**config.mk**
```make
export PLATFORM = sky130hd
export DESIGN_NAME = accum_scheduler
export DESIGN_NICKNAME = d
export VERILOG_FILES = /design/src/rtl/accum_scheduler_pkg.sv /design/src/rtl/accum_scheduler_inflight_tracker.sv /design/src/rtl/accum_scheduler.sv
export SDC_FILE = /design/constraint.sdc
export NUM_CORES = 1
export LEC_CHECK = 0
export ABC_AREA = 1
export CORE_ASPECT_RATIO = 0.6
export CORE_MARGIN = 2
export CORE_UTILIZATION = 35
export CTS_CLUSTER_DIAMETER = 120
export CTS_CLUSTER_SIZE = 20
export DETAILED_ROUTE_END_ITERATION = 12
export GPL_ROUTABILITY_DRIVEN = 1
export PLACE_DENSITY = 0.69
export SKIP_CTS_REPAIR_TIMING = 1
export SLEW_MARGIN = 20
export SYNTH_ARGS = -nofsm -noshare
export SYNTH_HDL_FRONTEND = slang
export SYNTH_HIERARCHICAL = 1
export SYNTH_SLANG_ARGS = --single-unit
```
**constraint.sdc**
```tcl
create_clock -name clk_in -period 3.3 [get_ports clk_in]
set_input_delay 0.495 -clock clk_in [delete_from_list [all_inputs] [get_ports clk_in]]
set_output_delay 0.495 -clock clk_in [all_outputs]
set_load 0.01 [all_outputs]
```
**src/rtl/accum_scheduler_pkg.sv**
```systemverilog
// Shared types and defaults for the accumulating-RAM front-end scheduler.
package accum_sched_pkg;

    typedef enum logic [1:0] {
        ACCUM      = 2'd0,
        DRAIN      = 2'd1,
        DUMP_ISSUE = 2'd2,
        DUMP_WAIT  = 2'd3
    } sched_state_t;

    localparam int PIPE_LAT_DEFAULT = 2;

    function automatic logic [31:0] sat_inc32(input logic [31:0] value);
        return (value == 32'hFFFF_FFFF) ? value : value + 32'd1;
    endfunction

endpackage

```
**src/rtl/accum_scheduler_inflight_tracker.sv**
```systemverilog
// Shift register of the last PIPE_LAT RAM issues; flags read-after-write hazards
// and identifies whether the result now returning from the RAM belongs to a dump.
module inflight_tracker
    import accum_sched_pkg::*;
#(
    parameter int AW       = 10,
    parameter int PIPE_LAT = PIPE_LAT_DEFAULT
) (
    input  logic          clk_in,
    input  logic          rst_in,
    input  logic          push_valid_in,
    input  logic [AW-1:0] push_addr_in,
    input  logic          push_is_dump_in,
    input  logic [AW-1:0] cmp_addr_in,
    output logic          hazard_out,
    output logic          empty_out,
    output logic          tail_is_dump_out
);

    typedef struct packed {
        logic          valid;
        logic [AW-1:0] addr;
        logic          is_dump;
    } inflight_t;

    inflight_t r_entries [PIPE_LAT];

    // Shift the current issue in every cycle; the tail lines up with the RAM result.
    always_ff @(posedge clk_in) begin
        if (rst_in) begin
            for (int i = 0; i < PIPE_LAT; i++) begin
                r_entries[i] <= '0;
            end
        end else begin
            r_entries[0] <= '{valid: push_valid_in, addr: push_addr_in,
                              is_dump: push_is_dump_in & push_valid_in};
            for (int i = 1; i < PIPE_LAT; i++) begin
                r_entries[i] <= r_entries[i-1];
            end
        end
    end

    // Per-entry address compare and occupancy reduction.
    always_comb begin
        hazard_out = 1'b0;
        empty_out  = 1'b1;
        for (int i = 0; i < PIPE_LAT; i++) begin
            hazard_out = hazard_out | (r_entries[i].valid & (r_entries[i].addr == cmp_addr_in));
            empty_out  = empty_out & ~r_entries[i].valid;
        end
        tail_is_dump_out = r_entries[PIPE_LAT-1].valid & r_entries[PIPE_LAT-1].is_dump;
    end

endmodule

```
**src/rtl/accum_scheduler.sv**
```systemverilog
// Front-end controller for a PIPE_LAT-cycle accumulating RAM: serialises requests,
// stalls same-address hazards and sweeps the whole table out on command.
module accum_scheduler
    import accum_sched_pkg::*;
#(
    parameter int WIDTH    = 32,
    parameter int DEPTH    = 1024,
    parameter int PIPE_LAT = PIPE_LAT_DEFAULT,
    localparam int AW      = $clog2(DEPTH)
) (
    input  logic             clk_in,
    input  logic             rst_in,
    input  logic [AW-1:0]    req_addr_in,
    input  logic [WIDTH-1:0] req_summand_in,
    input  logic             req_valid_in,
    output logic             req_ready_out,
    input  logic             dump_start_in,
    output logic             dump_busy_out,
    output logic [AW-1:0]    ram_addr_out,
    output logic [WIDTH-1:0] ram_summand_out,
    output logic             ram_valid_out,
    input  logic [WIDTH-1:0] ram_sum_in,
    input  logic [AW-1:0]    ram_addr_ret_in,
    input  logic             ram_result_valid_in,
    output logic [WIDTH-1:0] dump_data_out,
    output logic [AW-1:0]    dump_addr_out,
    output logic             dump_valid_out,
    output logic             dump_last_out,
    output logic [31:0]      stall_count_out
);

    localparam logic [AW-1:0] LAST_ADDR = AW'(DEPTH - 1);

    sched_state_t r_state;
    sched_state_t w_state_nxt;
    logic [AW-1:0] r_sweep;
    logic [31:0]   r_stall_count;
    logic          w_hazard;
    logic          w_empty;
    logic          w_tail_is_dump;
    logic          w_ready;
    logic          w_issue_is_dump;
    logic          w_stall;
    logic          w_dump_valid;

    inflight_tracker #(
        .AW       (AW),
        .PIPE_LAT (PIPE_LAT)
    ) u_tracker (
        .clk_in           (clk_in),
        .rst_in           (rst_in),
        .push_valid_in    (ram_valid_out),
        .push_addr_in     (ram_addr_out),
        .push_is_dump_in  (w_issue_is_dump),
        .cmp_addr_in      (req_addr_in),
        .hazard_out       (w_hazard),
        .empty_out        (w_empty),
        .tail_is_dump_out (w_tail_is_dump)
    );

    // Handshake and RAM issue mux: requests in ACCUM, sweep reads in DUMP_ISSUE.
    always_comb begin
        w_ready         = 1'b0;
        w_stall         = 1'b0;
        w_issue_is_dump = 1'b0;
        ram_valid_out   = 1'b0;
        ram_addr_out    = req_addr_in;
        ram_summand_out = req_summand_in;
        if (rst_in) begin
            ram_addr_out    = '0;
            ram_summand_out = '0;
        end else begin
            case (r_state)
                ACCUM: begin
                    // A dump request closes the door in the same cycle it arrives.
                    w_ready       = ~(req_valid_in & w_hazard) & ~dump_start_in;
                    w_stall       = req_valid_in & w_hazard;
                    ram_valid_out = req_valid_in & w_ready;
                end
                DUMP_ISSUE: begin
                    ram_valid_out   = 1'b1;
                    ram_addr_out    = r_sweep;
                    ram_summand_out = '0;
                    w_issue_is_dump = 1'b1;
                end
                default: begin
                    w_ready = 1'b0;
                end
            endcase
        end
    end

    assign req_ready_out = w_ready;

    // Dump words are the RAM results whose tracker tail entry was a sweep read.
    always_comb begin
        w_dump_valid   = ~rst_in & ram_result_valid_in & w_tail_is_dump;
        dump_valid_out = w_dump_valid;
        dump_data_out  = w_dump_valid ? ram_sum_in : '0;
        dump_addr_out  = w_dump_valid ? ram_addr_ret_in : '0;
        dump_last_out  = w_dump_valid & (ram_addr_ret_in == LAST_ADDR);
        dump_busy_out  = ~rst_in & (r_state != ACCUM);
    end

    // Next-state logic for the accumulate / drain / sweep sequence.
    always_comb begin
        w_state_nxt = r_state;
        case (r_state)
            ACCUM: begin
                if (dump_start_in) w_state_nxt = DRAIN;
                else               w_state_nxt = ACCUM;
            end
            DRAIN: begin
                if (w_empty) w_state_nxt = DUMP_ISSUE;
                else         w_state_nxt = DRAIN;
            end
            DUMP_ISSUE: begin
                if (r_sweep == LAST_ADDR) w_state_nxt = DUMP_WAIT;
                else                      w_state_nxt = DUMP_ISSUE;
            end
            DUMP_WAIT: begin
                if (dump_last_out) w_state_nxt = ACCUM;
                else               w_state_nxt = DUMP_WAIT;
            end
            default: begin
                w_state_nxt = ACCUM;
            end
        endcase
    end

    // State register.
    always_ff @(posedge clk_in) begin
        if (rst_in) r_state <= ACCUM;
        else        r_state <= w_state_nxt;
    end

    // Sweep address counter, rewound after the last bin is issued.
    always_ff @(posedge clk_in) begin
        if (rst_in) begin
            r_sweep <= '0;
        end else if (r_state == DUMP_ISSUE) begin
            r_sweep <= (r_sweep == LAST_ADDR) ? '0 : r_sweep + AW'(1);
        end else begin
            r_sweep <= r_sweep;
        end
    end

    // Saturating hazard-stall counter.
    always_ff @(posedge clk_in) begin
        if (rst_in)       r_stall_count <= 32'd0;
        else if (w_stall) r_stall_count <= sat_inc32(r_stall_count);
        else              r_stall_count <= r_stall_count;
    end

    assign stall_count_out = r_stall_count;

endmodule
```
==> impl_metrics.toml <==
[status]
outcome = "complete, no violations"

[floorplanning]
dieArea_sq_um = 14100
initial_utilization = 0.359
core-area_sq_um = 12800
die_w_microns = 152
ios = 210
num_rows = 32
fp.dieH_microns = 92.8

[clocking]
worstSkewPairLatency_ns = 0.32
cts_buffers = 9
cts_tree = "built"
cts.sinks = 68
htreeDepth = 3
clock_path_buffers = 2
path_clk_slew_ns = 0.06
root_buffer = "clkbuf_16"

[critical_path]
critPathKind = "in2out"
r2r_setup_slack_ns = 1.24
path_common_cell = "nand2_1"
crit_fanout = 4
endpoint_kind = "output pin"
r2r_cells = 10
cp-start-kind = "input port"
worstReg2RegEnd = "stall_count_out[1]"
startpoint = "req_addr_in[8]"
worst_r2r_startpoint = "stall_count_out[0]"
cp_cell_sequence = "clkdlybuf4s50_1 > inv_1 > nand2_1 > nand2_1 > nand3_2 > nor2_2 > nand2_1 > nand2_1 > nand2_1 > nand2_1 > nor3_2 > nand3_1 > nand2_1 > clkdlybuf4s50_1"
cp.required_ns = 2.80
critical_path_arrival_ns = 2.53
endpoint = "ram_valid_out"
cpPeakStageDelay_ns = 0.55
cp_slowest_cell = "clkdlybuf4s50_1"

[routing]
vias = 5191
first_pass_iters = 5
drt_iter0_drc = 407
drtAntennaViolNets = 0
drc = 0
wl_per_cell_microns = 12.6
via_per_inst = 4.44
wl_microns = 14700

[sta]
fin_crit_sh = 0.916
grt_setup_unrepaired = "no"
fin_setup_tns_ns = 0
hold_slack_ns = 0.416
final-max-slew-violation-count = 0
max-slew-margin-rel = 0.569
fin_crit_ns = 3.02
fmax_mhz = 331
hold_violations = 0
worst_pin_slew_ns = 0.646
finalClockSkew_ns = 0.00690
setup_viol = 0
fin_ws_ns = 0.276

[synth]
yosysMostFrequentCell = "nand2_1"
synth_top_cell_by_area = "dfxtp_1"
postSynthAreaPerCell_sq_um = 5.84
ys_types = 32
syn_nets = 878
yosys_register_bits = 68
ys_warn_count = 6
syn_inst = 787
synth-seq-area-share = 0.296
synth_edf_count = 0
synthArstFlopShare = 0
synth_top_area_frac = 0.296
synth_top_flop_cell = "dfxtp_1"
ys_top_cells_by_count = "197 x nand2_1, 177 x nor2_1, 159 x inv_1"
yosys-top-cells-area = "dfxtp_1 30%, nand2_1 16%, nor2_1 14%"
syn_area_sq_um = 4600

[finish]
fillers = 1244
n_antenna_cell = 0
final_cells = 1168
drive_gt1_frac = 0.0762
area_growth_pct = 55.3
utilization = 0.557
final_design_area_no_fill_sq_um = 7140
nNetsFinal = 1084

[power_and_ir_drop]
ir_worst_vdd_v = 0.000236
p_int_mw = 1.80
switching_share = 0.261
seqPwrFrac = 0.360
p_switching_mw = 0.634
p_leak_nw = 3.11
combPwrFrac = 0.218
power.total_mw = 2.43
p_per_area_nw_per_um2 = 340
p_clk_frac = 0.422

[grt]
antenna_found_initial = 0
grt_max_degree = 49
grt_pass1_wl_microns = 23300
grt_usage = 0.204
gr-total-overflow = 0
grt_pass1_vias = 4551

[place]
place.gp.congestion = 0.946
dpl.cell_count = 1152
postPlaceCellArea_sq_um = 6820
pre_cts_slack_ns = 0.215
dp_hpwl_microns = 11600
portBuffers = 209

[flow_run]
maxCapViolCount = 0

[min_path]
worstHoldPathType = "reg2reg"
worst max-delay path, delay by kind of cell:
family	cells	cell delay, ns
buf+inv	3	1.14
simple gates	11	0.88
layout by cell type (no fill, tap or decap), types with 3 or more instances in the layout:
| cell | instances |
|---|---|
| nand2_4 | 4 |
| dfxtp_1 | 68 |
| inv_2 | 6 |
| nand3_1 | 38 |
| nor3_1 | 10 |
| xnor2_1 | 9 |
| nand2_1 | 197 |
| clkbuf_16 | 9 |
| nor2_4 | 3 |
| buf_4 | 7 |
| nor2_2 | 5 |
| nor2_1 | 177 |
| nand2_2 | 13 |
| o21ai_0 | 11 |
| xor2_1 | 11 |
| clkinv_2 | 3 |
| a21oi_1 | 14 |
| nand4_1 | 9 |
| a21oi_2 | 18 |
| inv_1 | 159 |
| clkdlybuf4s50_1 | 208 |
registers in the layout, summed over array words and instances (netlist names):
name	count
r_state	2
r_sweep	10
stall_count_out	32
u_tracker/r_entries	24
power by group through the flow:
| stage | clock network [mW] | logic, mW | registers, mW |
|---|---|---|---|
| floorplan | 0 | 0.231 | 0.883 |
| global placement | 0 | 0.529 | 0.890 |
| detailed placement | 0 | 0.528 | 0.891 |
| CTS | 1.05 | 0.531 | 0.873 |
| global route | 1.09 | 0.583 | 0.878 |
| finish | 1.03 | 0.529 | 0.874 |
cell type report:
| class | count | area, sq um | share of cell area |
|---|---|---|---|
| multi-input cells | 532 | 2480 | 0.348 |
| repair buffers | 216 | 2140 | 0.300 |
| flip-flops and latches | 68 | 1360 | 0.191 |
| inverters | 166 | 623 | 0.0873 |
| clock buffers | 11 | 243 | 0.0340 |
| well taps | 170 | 213 | 0.0298 |
| clock inverters | 5 | 75.1 | 0.0105 |
kinds of logic after synthesis:
group           synth area share
compound gates            0.0694
xor+xnor                  0.0381
fa+ha+maj                0.00544
buf+inv                    0.164
flops                      0.296
simple gates               0.427
per-layer routing:
| metal | vias to the layer above | global-route usage | wire length [microns] |
|---|---|---|---|
| met4 | 0 | 0.0350 | 61 |
| met5 | - | 0 | 0 |
| li1 | 2729 | - | - |
| met1 | 2237 | 0.295 | 7500 |
| met3 | 6 | 0.0599 | 1210 |
| met2 | 219 | 0.303 | 5880 |
worst min-delay path by stage:
stage	from	to	cells after the start
floorplan	u_tracker/r_entries[0][0]	u_tracker/r_entries[0][12]	2
global placement	u_tracker/r_entries[0][0]	u_tracker/r_entries[0][12]	2
detailed placement	u_tracker/r_entries[0][0]	u_tracker/r_entries[0][12]	2
CTS	u_tracker/r_entries[0][0]	u_tracker/r_entries[0][12]	2
global route	u_tracker/r_entries[0][0]	u_tracker/r_entries[0][12]	2
finish	u_tracker/r_entries[0][0]	u_tracker/r_entries[0][12]	2
(Power assumes the default switching activity.)
